File: src/rtl/gps_ctrl_pkg.sv
// Shared types and defaults for the GPS replay/capture control path.
package gps_ctrl_pkg;
    localparam int ADDR_W_DEF = 22;
    localparam int CAP_AW_DEF = 12;
    localparam int LOOP_W     = 8;

    typedef enum logic [2:0] {
        ST_IDLE,
        ST_ARM,
        ST_RUN,
        ST_DRAIN,
        ST_DONE
    } replay_state_t;
endpackage

File: src/rtl/capture_addr_gen.sv
// Turns the 10 kHz enable into capture-RAM write strobes and a saturating address.
module capture_addr_gen
    import gps_ctrl_pkg::*;
#(
    parameter int CAP_AW = CAP_AW_DEF
) (
    input  logic              clk,
    input  logic              rst,
    input  logic              clear,
    input  logic              enable,
    input  logic              ce_10k,
    output logic              cap_we,
    output logic [CAP_AW-1:0] cap_addr,
    output logic              cap_full,
    output logic              cap_overflow
);
    logic last_addr;
    logic full_eff;

    assign last_addr = (cap_addr == {CAP_AW{1'b1}});
    // A write to the last slot still in flight already counts as full.
    assign full_eff  = cap_full || (cap_we && last_addr);

    always_ff @(posedge clk or posedge rst) begin
        if (rst) begin
            cap_we       <= 1'b0;
            cap_addr     <= '0;
            cap_full     <= 1'b0;
            cap_overflow <= 1'b0;
        end else if (clear) begin
            cap_we       <= 1'b0;
            cap_addr     <= '0;
            cap_full     <= 1'b0;
            cap_overflow <= 1'b0;
        end else begin
            cap_we <= enable && ce_10k && !full_eff;
            if (enable && ce_10k && full_eff)
                cap_overflow <= 1'b1;
            if (cap_we) begin
                if (last_addr) cap_full <= 1'b1;
                else           cap_addr <= cap_addr + 1'b1;
            end
        end
    end
endmodule

File: src/rtl/sample_replay_ctrl.sv
// Replays a sample-RAM window a set number of times and schedules capture writes.
module sample_replay_ctrl
    import gps_ctrl_pkg::*;
#(
    parameter int ADDR_W = ADDR_W_DEF,
    parameter int CAP_AW = CAP_AW_DEF
) (
    input  logic              CLK,
    input  logic              RST,
    input  logic              start,
    input  logic              abort,
    input  logic [ADDR_W-1:0] cfg_start_addr,
    input  logic [ADDR_W-1:0] cfg_end_addr,
    input  logic [7:0]        cfg_loops,
    input  logic              ce_10k,
    output logic [ADDR_W-1:0] ram_address,
    output logic              sample_valid,
    output logic              loop_rst,
    output logic              cap_we,
    output logic [CAP_AW-1:0] cap_addr,
    output logic              cap_full,
    output logic              cap_overflow,
    output logic [7:0]        loop_count,
    output logic              busy,
    output logic              done,
    output logic              cfg_err
);
    replay_state_t     state, state_n;
    logic [ADDR_W-1:0] s_q, e_q, s_n, e_n, addr_n;
    logic [LOOP_W-1:0] loops_q, loops_n, lc_n, lc_inc;
    logic              err_n, cap_clr, cap_en, issuing, final_pass;

    assign lc_inc     = loop_count + LOOP_W'(1);
    // loops_q == 0 means run forever, so the wrap of lc_inc to 0 must not end it.
    assign final_pass = (lc_inc == loops_q) && (loops_q != '0);
    assign issuing    = (state == ST_ARM) || (state == ST_RUN);
    assign cap_en     = ((state == ST_RUN) || (state == ST_DRAIN)) && !abort;

    always_comb begin
        state_n = state;
        addr_n  = ram_address;
        lc_n    = loop_count;
        s_n     = s_q;
        e_n     = e_q;
        loops_n = loops_q;
        err_n   = 1'b0;
        cap_clr = 1'b0;
        case (state)
            ST_IDLE: if (start) begin
                if (cfg_end_addr < cfg_start_addr) begin
                    err_n = 1'b1;
                end else begin
                    s_n     = cfg_start_addr;
                    e_n     = cfg_end_addr;
                    loops_n = cfg_loops;
                    addr_n  = cfg_start_addr;
                    lc_n    = '0;
                    cap_clr = 1'b1;
                    state_n = ST_ARM;
                end
            end
            ST_ARM, ST_RUN: begin
                if (abort) begin
                    state_n = ST_IDLE;
                end else if (ram_address != e_q) begin
                    addr_n  = ram_address + 1'b1;
                    state_n = ST_RUN;
                end else if (final_pass) begin
                    lc_n    = lc_inc;
                    state_n = ST_DRAIN;
                end else begin
                    addr_n  = s_q;
                    lc_n    = lc_inc;
                    state_n = ST_RUN;
                end
            end
            ST_DRAIN: state_n = abort ? ST_IDLE : ST_DONE;
            ST_DONE:  state_n = ST_IDLE;
            default:  state_n = ST_IDLE;
        endcase
    end

    always_ff @(posedge CLK or posedge RST) begin
        if (RST) begin
            state        <= ST_IDLE;
            s_q          <= '0;
            e_q          <= '0;
            loops_q      <= '0;
            ram_address  <= '0;
            loop_count   <= '0;
            sample_valid <= 1'b0;
            loop_rst     <= 1'b1;
            busy         <= 1'b0;
            done         <= 1'b0;
            cfg_err      <= 1'b0;
        end else begin
            state        <= state_n;
            s_q          <= s_n;
            e_q          <= e_n;
            loops_q      <= loops_n;
            ram_address  <= addr_n;
            loop_count   <= lc_n;
            // RAM read latency is one cycle, so valid trails the issue state.
            sample_valid <= issuing && !abort;
            loop_rst     <= !((state_n == ST_ARM) || (state_n == ST_RUN) || (state_n == ST_DRAIN));
            busy         <= (state_n != ST_IDLE);
            done         <= (state == ST_DRAIN) && !abort;
            cfg_err      <= err_n;
        end
    end

    capture_addr_gen #(.CAP_AW(CAP_AW)) u_cap (
        .clk          (CLK),
        .rst          (RST),
        .clear        (cap_clr),
        .enable       (cap_en),
        .ce_10k       (ce_10k),
        .cap_we       (cap_we),
        .cap_addr     (cap_addr),
        .cap_full     (cap_full),
        .cap_overflow (cap_overflow)
    );
endmodule

File: config.mk
export PLATFORM = sky130hd
export DESIGN_NAME = sample_replay_ctrl
export DESIGN_NICKNAME = d
export VERILOG_FILES = /design/src/rtl/gps_ctrl_pkg.sv /design/src/rtl/capture_addr_gen.sv /design/src/rtl/sample_replay_ctrl.sv
export SDC_FILE = /design/constraint.sdc
export NUM_CORES = 1
export LEC_CHECK = 0
export CAP_MARGIN = 20
export CORE_MARGIN = 10
export CORE_UTILIZATION = 45
export DETAILED_ROUTE_END_ITERATION = 8
export GPL_TIMING_DRIVEN = 0
export PLACE_DENSITY = 0.7
export SYNTH_ARGS = -nofsm -noshare
export SYNTH_HDL_FRONTEND = slang
export SYNTH_SLANG_ARGS = --single-unit
File: constraint.sdc
create_clock -name CLK -period 3.7 [get_ports CLK]
set_input_delay 0.555 -clock CLK [delete_from_list [all_inputs] [get_ports CLK]]
set_output_delay 0.555 -clock CLK [all_outputs]
set_load 0.05 [all_outputs]
# After elaboration in Yosys (flattened, before gate mapping)
# Index checks and enable logic that the tools add are counted.
# word_totals
register_bits,105
input_bits,57
word_cells,97
out_inout_bits,50
# op_classes
addsub,3
n_lt_le_gt_ge,1
n_bitwise,1
mux,33
reduce_logical,29
eq_ne,15
# op_table
cell,count
$mux W22,5
$pmux W22 S2,1
$mux W12,3
$mux W8,4
$add A22 B1 Y22 const B,1
$lt A22 B22 Y1,1
$ne A22 B22 Y1,1
$pmux W8 S2,1
$mux W1,14
$add A12 B1 Y12 const B,1
$eq A12 B12 Y1 const B,1
$eq A3 B2 Y1 const B,4
$ne A2 B2 Y1 const B,5
$reduce_and A5 Y1,2
$mux W3,3
$pmux W3 S3,1
$add A8 B1 Y8 const B,1
$eq A8 B8 Y1,1
$logic_and A1 B1 Y1,8
$reduce_bool A2 Y1,4
$reduce_bool A8 Y1,1
$eq A3 B1 Y1 const B,2
$logic_or A1 B1 Y1,5
$reduce_and A2 Y1,2
other kinds (8),10

# Depth between registers and ports, before layout
# Gate-level depths: netlist (run 1).
# depth
word_depth,11
ltp_mapped,12
depth_no_buf,9

# Modules after synthesis
# A second synthesis (run 1) with hierarchy kept.
# hier_totals
hier_cells,607
hier_area_um2,6072.1
# by_module_without_submodules
mod,cells_each,area_per_inst_um2,n_inst,seq_area_each_um2
sample_replay_ctrl,527,5301.3,1,2253.4
capture_addr_gen,80,770.7,1,375.4

# Worst setup path before layout (run 1)
# Ideal clock, no wire load.
# synth_timing
kind,input to register
from,input cfg_start_addr[20]
to,register ram_address[10]
path_slack_ps,675
stages,10
n_path_buf,2
t_arrival_ps,2898
setup_time_ps,127
t_required_ps,3573
path_cell_list,inv_1 > ha_1 > nand4_1 > or4_1 > or4_4 > a21o_1 > buf_6 > nand2_4 > buf_6 > mux2_1
# synth_between
elab_chain_len,3
# synth_rtl
element,line_no,source
"start, declared",sample_replay_ctrl.sv:12,"input logic [ADDR_W-1:0] cfg_start_addr,"
$lt A22 B22 Y1,sample_replay_ctrl.sv:50,if (cfg_end_addr < cfg_start_addr) begin
$ne A2 B2 Y1 (no source line),-,
$reduce_and A5 Y1 (no source line),-,
"end signal, assigned",sample_replay_ctrl.sv:101,ram_address <= addr_n;
"end, declared",sample_replay_ctrl.sv:16,"output logic [ADDR_W-1:0] ram_address,"
# No other way between the ends.
# A chain may end at the register's enable or synchronous reset.

# Worst setup path in the final report (run 1)
# layout_timing
from,input cfg_end_addr[21]
to,register ram_address[7]
# layout_between
elab_chain_len,3
# layout_rtl
element,line_no,source
"start, declared",sample_replay_ctrl.sv:13,"input logic [ADDR_W-1:0] cfg_end_addr,"
$lt A22 B22 Y1,sample_replay_ctrl.sv:50,
$ne A2 B2 Y1 (no source line),-,
$reduce_and A5 Y1 (no source line),-,
# No other way between the ends.

==> reports/results.ini, run 1 <==
[cells_and_area]
area_growth_pct = 26.6
finish.utilization_pct = 57.7
layout_commonest_cell = nand2_1
drive_gt1_share_pct = 5.37
final_nets = 858
antenna_cells = 0
final_area_um2 = 7610
n_fill_cell = 1184
layoutNonFillerInstCount = 958
layout_common_cells = nand2_1, clkdlybuf4s50_1, dfrtp_1, o21ai_0, xnor2_1

[grt]
grt_max_degree = 74
grt-ovfl-total = 0
antenna_found_initial = 0
grt_pass1_vias = 5247
grt_pass1_wl_um = 27000
grt.total_usage_pct = 18.5

[placed_design]
placed_area_um2 = 7330
dp_slack_ns = -0.180
gp_congestion = 0.911
io_buffers = 106
dp_cells = 942
post-dp-hpwl_um = 12800

[worst_setup_path]
path_cells = clkdlybuf4s50_1 > ha_1 > nand4_1 > or4_1 > or4_4 > a21o_1 > buf_6 > nand2_4 > buf_6 > mux2_1
crit_family = simple AND/OR/NAND/NOR gates
end_kind = register
crit_path_start_kind = input pin
cp_common_cell = buf_6
cpMaxStageDelayCell = or4_1
cp_max_fo = 10
crit_type = input pin to register
arrival_ns = 3.76
required_ns = 3.93
slowest_delay_ns = 0.60
cp_num_buf_inv = 3

[power_and_ir_drop]
p_comb_share_pct = 42.6
switchingPower_mw = 2.03
ir_drop_uv = 429
leakage_nw = 3.61
p_seq_share_pct = 38.1
netSwitchingFraction_pct = 41.8
p_int_mw = 2.82
clkPwrFrac_pct = 19.3
p_per_area_nw_per_um2 = 636
power_mw = 4.84

[outcome]
run_status = completed

[die]
rows = 42
die_h_um = 136
start_util_pct = 45.6
die_w_um = 136
die_area_um2 = 18400
core_area_um2 = 13200
io_pins = 107

[clock_network]
insertion_delay_ns = 0.35
clock-root-buffer = clkbuf_16
cts_tree = done
post_cts_buffers = 0
cts_inserted_buffers = 9
htreeDepth = 3
cts_buffer_depth = 2
clkTransAtPathRegs_ns = 0.07
cts_sinks = 105

[routing]
via_count = 5109
viasPerCell = 5.33
routed_wl_um = 16900
drtIter0Drc = 285
routedWlPerCell_um = 17.6
drc = 0
ant_nets = 0
first_pass_iters = 5

[yosys]
ys_async_sr_fraction_pct = 100
ys_top_cells_by_area = dfrtp_1, nand2_1, xnor2_1, ha_1, mux2i_1
yosysTopAreaCell = dfrtp_1
mappedNetlistNets = 740
synth-compound-area-share_pct = 7.74
yosysWarnings = 0
synth.avg_cell_area_um2 = 9.13
synth_cells = 659
synth_enable_flop_cells = 0
synthXorXnorAreaFrac_pct = 9.32
ys_seq_elements = 105
yosysSeqAreaShare_pct = 43.7
synth_area_um2 = 6010
synth-simple-area-share_pct = 20.5
synthFlopType = dfrtp_1
synth_top_family_by_area = simple AND/OR/NAND/NOR gates
synth-adder-area-share_pct = 4.99
synth_cell_types = 49
muxShareOfSynthArea_pct = 8.95
synth.top_cell.area_share_pct = 43.3

[timing]
max_freq_mhz = 283
slew_headroom_pct = 56.5
setup_tns_ns = 0
finClkSkew_ns = 0.00724
worst_pin_slew_ns = 0.648
timing.final.ws_setup_ns = 0.166
drv_slew = 0
finalCritPeriodShare_pct = 95.5
period_needed_ns = 3.53
setup_viol = 0
rsz0062_at_grt = no
holdWs_ns = 0.486
hold_viol = 0

[job]
cap_violations = 0

[hold_path]
hold_path.class = register to register

sequential cells by signal, summed over array words and instances (netlist names):
| signal | cells |
|---|---|
| cfg_err | 1 |
| u_cap.cap_overflow | 1 |
| loops_q | 8 |
| e_q | 22 |
| loop_rst | 1 |
| sample_valid | 1 |
| busy | 1 |
| u_cap.cap_full | 1 |
| s_q | 22 |
| u_cap.cap_addr | 12 |
| ram_address | 22 |
| state | 3 |
| done | 1 |
| loop_count | 8 |
| u_cap.cap_we | 1 |
cell families (layout without fill, tap and decap cells):
family | count (synthesis) | in the layout
xor+xnor | 64 | 64
buf+inv | 64 | 187
fa+ha+maj | 24 | 24
compound gates | 80 | 80
mux | 51 | 51
simple gates | 271 | 271
flops | 105 | 105
area by class of cell:
class | count | area [um2] | share of cell area [%]
multi-input combinational | 490 | 3100 | 40.7
buffer | 35 | 183 | 2.40
sequential | 105 | 2630 | 34.5
inverter | 29 | 111 | 1.46
clock buffer | 13 | 270 | 3.55
clock inverter | 3 | 15.0 | 0.197
tap | 176 | 220 | 2.89
timing repair buffer | 107 | 1090 | 14.3
cells in the mapped netlist (3+ instances only):
master,n
inv_1,29
nand3_1,19
buf_6,3
buf_2,8
nand4_1,15
xnor2_1,40
nor3_1,8
xor2_1,24
o21ai_1,7
nor3b_1,3
nor2_1,33
nor4_1,5
nand2_1,154
nand2b_1,5
mux2_1,19
and2_1,4
and3_1,6
mux2i_1,29
and4_1,8
a22o_1,3
o21ai_0,45
dfrtp_1,104
nor2b_1,3
clkbuf_1,23
ha_1,24
or2_2,3
a21o_1,4
a21oi_1,8
mux2_2,3
per-layer routing:
layer / wire length [um] / global-route usage (%) / vias up
li1: - / - / 2451
met1: 7050 / 21.9 / 2466
met2: 8210 / 31.4 / 170
met3: 1320 / 5.82 / 22
met4: 316 / 5.14 / 0
met5: 0 / 0 / -
tightest hold or removal path, stage by stage, from the launching register on:
cell and delay, ns:
dfrtp_1 0.34, nand2_1 0.05, o21ai_0 0.06
timing repair:
| action | 4_1_cts | 5_1_grt |
|---|---|---|
| endpoints found under the setup margin | 0 | 1 |
| gates resized for setup | 0 | 1 |
| hold buffers | 0 | 0 |
worst paths after layout:
path                                  start              to  slack, ns  cells after the start
max                        cfg_end_addr[21]  ram_address[7]       0.17                     10
min                                 s_q[15]         s_q[15]       0.49                      2
max reg2reg                 ram_address[12]   loop_count[4]       0.76                      9
min reg2reg                         s_q[15]         s_q[15]       0.49                      2
max in group asynchronous               RST        loop_rst       2.42                      3
min in group asynchronous               RST   loop_count[0]       0.56                      2
power by group through the flow:
| stage | Sequential [mW] | Clock (mW) | Combinational (mW) |
|---|---|---|---|
| 2_1_floorplan | 2.25 | 0 | 0.942 |
| 3_3_place_gp | 1.84 | 0 | 2.02 |
| 3_5_place_dp | 1.86 | 0 | 2.07 |
| 4_1_cts | 1.84 | 0.952 | 2.08 |
| 5_1_grt | 1.89 | 0.997 | 2.23 |
| 6_report | 1.85 | 0.935 | 2.06 |
Power figures use the tool's default switching activity.
==> run 2, diff against run 1 <==
--- a/config.mk
+++ b/config.mk
@@ -8,9 +8,10 @@
 export CAP_MARGIN = 20
 export CORE_MARGIN = 10
 export CORE_UTILIZATION = 45
+export CTS_CLUSTER_DIAMETER = 60
 export DETAILED_ROUTE_END_ITERATION = 8
+export DONT_BUFFER_PORTS = 1
 export GPL_TIMING_DRIVEN = 0
-export PLACE_DENSITY = 0.7
 export SYNTH_ARGS = -nofsm -noshare
 export SYNTH_HDL_FRONTEND = slang
 export SYNTH_SLANG_ARGS = --single-unit
==> constraint.sdc (replaced) <==
create_clock -name CLK -period 4 [get_ports CLK]
set_input_delay 0.6 -clock CLK [delete_from_list [all_inputs] [get_ports CLK]]
set_output_delay 0.6 -clock CLK [all_outputs]
set_load 0.05 [all_outputs]
==> reports/results.ini, run 2 (synthesis results as in run 1) <==
[die]
die_h_um = 136
core_area_um2 = 13200
start_util_pct = 45.6
die_area_um2 = 18400
die_w_um = 136
rows = 42
io_pins = 107

[placed_design]
gp_congestion = 0.868
post-dp-hpwl_um = 12800
io_buffers = 0

[cells_and_area]
reg_top3 = e_q: 22 flops, ram_address: 22 flops, s_q: 22 flops
layout_common_cells = nand2_1, dfrtp_1, o21ai_0, xnor2_1, nor2_1
final_nets = 752
drive_gt1_share_pct = 6.36
layout_commonest_cell = nand2_1
ff_latch_area_um2 = 2630
antenna_cells = 0
area_growth_pct = 9.65
n_fill_cell = 1253
finish.utilization_pct = 50.0
multi_input_area_um2 = 3100

[routing]
routedWlPerCell_um = 20.1
first_pass_iters = 4
routed_wl_um = 17200
ant_nets = 0
viasPerCell = 5.47
via_count = 4662
drtIter0Drc = 296
drc = 0

[timing]
slew_headroom_pct = 49.2
drv_slew = 0
worst_pin_slew_ns = 0.762
period_needed_ns = 3.31
finalCritPeriodShare_pct = 82.8
setup_viol = 0
setup_tns_ns = 0
hold_viol = 0
finClkSkew_ns = 0.00864
rsz0062_at_grt = no
max_freq_mhz = 302

[worst_setup_path]
cpMaxStageDelayCell = dfrtp_1
required_ns = 4.25
crit_family = simple AND/OR/NAND/NOR gates
crit_type = register to register
arrival_ns = 3.57
cp_num_buf_inv = 2
path_cells = clkbuf_1 > xnor2_1 > nand4_1 > nor4_1 > nand2b_1 > clkbuf_1 > nor2_1 > mux2_2 > a21o_1
slowest_delay_ns = 0.64
cp_common_cell = clkbuf_1
end_kind = register
cp_max_fo = 7
crit_path_start_kind = register

[clock_network]
cts-resized-gates = 0
hold_buffers = 0
cts_tree = done
cts_buffer_depth = 2
htreeDepth = 3
clock-root-buffer = clkbuf_16
clkTransAtPathRegs_ns = 0.07
cts_sinks = 105
cts_inserted_buffers = 9
post_cts_buffers = 0
insertion_delay_ns = 0.36

[hold_path]
hold_path.class = input pin to asynchronous set/reset pin

[grt]
grt_max_degree = 61
grt_pass1_vias = 4901
grt-ovfl-total = 0
grt_pass1_wl_um = 27000
antenna_found_initial = 0
grt.total_usage_pct = 19.0

[outcome]
run_status = completed

[power_and_ir_drop]
leakage_nw = 3.22
p_per_area_nw_per_um2 = 655
ir_drop_uv = 480

[job]
cap_violations = 0

run 2: power by group:
part / switching, mW / total (mW) / leakage, nW / internal (mW)
clock: 0.412 / 0.994 / 0.162 / 0.581
combinational: 0.613 / 1.13 / 1.73 / 0.517
sequential: 0.842 / 2.19 / 1.33 / 1.35
run 2: final timing paths:
check,startpoint,to,slack (ns),depth (start not counted)
worst min-delay path,RST,loop_count[5],0.18,1
worst min register to register,s_q[18],s_q[18],0.49,2
worst max-delay path,ram_address[12],loop_count[4],0.69,9
min in group CLK,cfg_end_addr[15],e_q[15],0.34,2
max in group asynchronous,RST,loop_rst,3.06,2
worst max register to register,ram_address[12],loop_count[4],0.69,9
run 2: layout make-up:
class                   instances  share of cell area [%]
inverters                      29                    1.69
clock inverters                 5                    1.18
clock buffers                  11                    3.83
flip-flops and latches        105                    39.9
multi-input cells             490                    47.0
repair buffers                  1                   0.417
plain buffers                  35                    2.73
well taps                     176                    3.34
run 2: through the flow:
stage               hold slack [ns]  instance area [um2]  setup slack (ns)  std cells  total power [mW]
floorplan                     0.448                 6010             0.641        659              2.95
global placement              0.462                 6230            -0.595        835              3.29
detailed placement            0.472                 6260             0.503        836              3.35
CTS                           0.207                 6600             0.727        852              4.35
global route                  0.229                 6600             0.551        852              4.58
finish                        0.183                 6600             0.687        852              4.32
run 2: metal layers:
metal / up-vias / part of all wire, % / global-route usage (%)
met5: - / 0 / 0
met4: 0 / 2.3 / 7.60
met3: 27 / 8.6 / 6.42
met2: 138 / 49 / 32.1
met1: 2263 / 40 / 21.7
li1: 2234 / - / -
==> run 3, diff against run 2 <==
==> constraint.sdc (replaced) <==
create_clock -name CLK -period 3.3 [get_ports CLK]
set_input_delay 0.495 -clock CLK [delete_from_list [all_inputs] [get_ports CLK]]
set_output_delay 0.495 -clock CLK [all_outputs]
set_load 0.05 [all_outputs]
==> reports/results.ini, run 3 (synthesis results as in run 1) <==
[outcome]
run_status = completed

[clock_network]
post_cts_buffers = 0
hold_buffers = 0
cts_buffer_depth = 2
cts_sinks = 105
htreeDepth = 3
cts_inserted_buffers = 9
clock-root-buffer = clkbuf_16
cts_tree = done
insertion_delay_ns = 0.36
clkTransAtPathRegs_ns = 0.07
cts-resized-gates = 0

[timing]
drv_slew = 0
finClkSkew_ns = 0.00865
finalCritPeriodShare_pct = 94.4
timing.final.ws_setup_ns = 0.186
max_freq_mhz = 321
worst_pin_slew_ns = 0.749
setup_viol = 0
rsz0062_at_grt = no
hold_viol = 0
slew_headroom_pct = 50.1
period_needed_ns = 3.11
holdWs_ns = 0.0766

[worst_setup_path]
r2r-start = ram_address[8]
crit_type = register to register
slowest_delay_ns = 0.64
cp_max_fo = 10
cpMaxStageDelayCell = dfrtp_1
cp_num_buf_inv = 3
crit_family = buffers and inverters
crit_start = ram_address[8]
rrSetupSlack_ns = 0.19
regToRegEndpoint = ram_address[18]
endpoint = ram_address[18]
rr_worst_depth = 10
required_ns = 3.54
crit_path_start_kind = register
cp_num_cells = 10
cp_common_cell = clkbuf_1
end_kind = register
arrival_ns = 3.35
path_cells = clkbuf_1 > xnor2_1 > nand4_1 > nor4_1 > nand2b_1 > clkbuf_1 > buf_2 > mux2i_1 > o21ai_0 > mux2_1

[grt]
grt-ovfl-total = 0
grt_pass1_wl_um = 27000
grt.total_usage_pct = 19.0
grt_max_degree = 61
grt_pass1_vias = 4901
antenna_found_initial = 0

[power_and_ir_drop]
p_comb_share_pct = 26.1
clkPwrFrac_pct = 23.0
leakage_nw = 3.22
p_per_area_nw_per_um2 = 793
ir_drop_uv = 585
p_int_mw = 2.97
netSwitchingFraction_pct = 43.2
switchingPower_mw = 2.26
p_seq_share_pct = 50.9

[routing]
viasPerCell = 5.46
wl_met3_um = 1420
top_layer_used = met4
drtIter0Drc = 292
drc = 0
ant_nets = 0
wl_met2_um = 8450
wl_met1_um = 6890
via_count = 4654
first_pass_iters = 4
routedWlPerCell_um = 20.1
routed_wl_um = 17100

[placed_design]
dp_slack_ns = -0.0924
io_buffers = 0
placed_area_um2 = 6260
post-dp-hpwl_um = 12800
dp_cells = 836
gp_congestion = 0.868

[die]
die_w_um = 136
rows = 42
die_area_um2 = 18400
core_area_um2 = 13200
die_h_um = 136
io_pins = 107
start_util_pct = 45.6

[cells_and_area]
final_nets = 752
drive_gt1_share_pct = 6.95
antenna_cells = 0
layoutNonFillerInstCount = 852
layout_common_cells = nand2_1, dfrtp_1, o21ai_0, xnor2_1, nor2_1
reg_top3 = e_q: 22 flops, ram_address: 22 flops, s_q: 22 flops
finish.utilization_pct = 50.0
area_growth_pct = 9.76
final_area_um2 = 6600
layout_commonest_cell = nand2_1

[hold_path]
hold_path.class = input pin to asynchronous set/reset pin

[job]
cap_violations = 0

-- run 3: cell counts in the layout (fill, tap and decap cells not counted) --
Identical to the previous run, type by type.
-- run 3: layout make-up --
| cell class | count | area (um2) |
|---|---|---|
| fillers | 1255 | 6590 |
| flip-flops and latches | 105 | 2630 |
| multi-input cells | 490 | 3100 |
| clock buffers | 11 | 253 |
| repair buffers | 1 | 27.5 |
| well taps | 176 | 220 |
| clock inverters | 5 | 77.6 |
| inverters | 29 | 111 |
| plain buffers | 35 | 180 |
-- run 3: layer usage --
| layer | up-vias | track usage [%] |
|---|---|---|
| li1 | 2235 | - |
| met1 | 2271 | 21.7 |
| met2 | 123 | 32.1 |
| met3 | 25 | 6.42 |
| met4 | 0 | 7.60 |
| met5 | - | 0 |
-- run 3: worst min path at each step --
| stage | endpoint | slack (ns) | depth (start not counted) |
|---|---|---|---|
| 2_1_floorplan | s_q[4] | 0.45 | 2 |
| 3_3_place_gp | s_q[9] | 0.46 | 2 |
| 3_5_place_dp | s_q[12] | 0.47 | 2 |
| 4_1_cts | loop_count[5] | 0.10 | 1 |
| 5_1_grt | loop_count[5] | 0.12 | 1 |
| 6_report | loop_count[5] | 0.08 | 1 |
-- run 3: worst register-to-register path: cells and delay by family, from the launching register on --
kind	cells	cell delay [ns]
buffers and inverters	3	0.81
XOR/XNOR	1	0.20
multiplexers	2	0.53
flip-flops	1	0.64
AO/OA/AOI/OAI	1	0.09
AND/OR/NAND/NOR	3	0.74
-- run 3: power groups by stage --
| stage | clock network [mW] | registers (mW) | logic (mW) |
|---|---|---|---|
| 4_1_cts | 1.23 | 2.66 | 1.37 |
| 3_5_place_dp | 0 | 2.69 | 1.36 |
| 5_1_grt | 1.28 | 2.73 | 1.55 |
| 6_report | 1.20 | 2.66 | 1.37 |
| 3_3_place_gp | 0 | 2.67 | 1.31 |
| 2_1_floorplan | 0 | 2.52 | 1.06 |
-- run 3: through the flow --
stage	TNS (ns)	total power, mW
6_report	0	5.23
5_1_grt	0	5.56
4_1_cts	0	5.27
3_5_place_dp	-2.22	4.06
3_3_place_gp	-124.83	3.99
2_1_floorplan	0	3.57
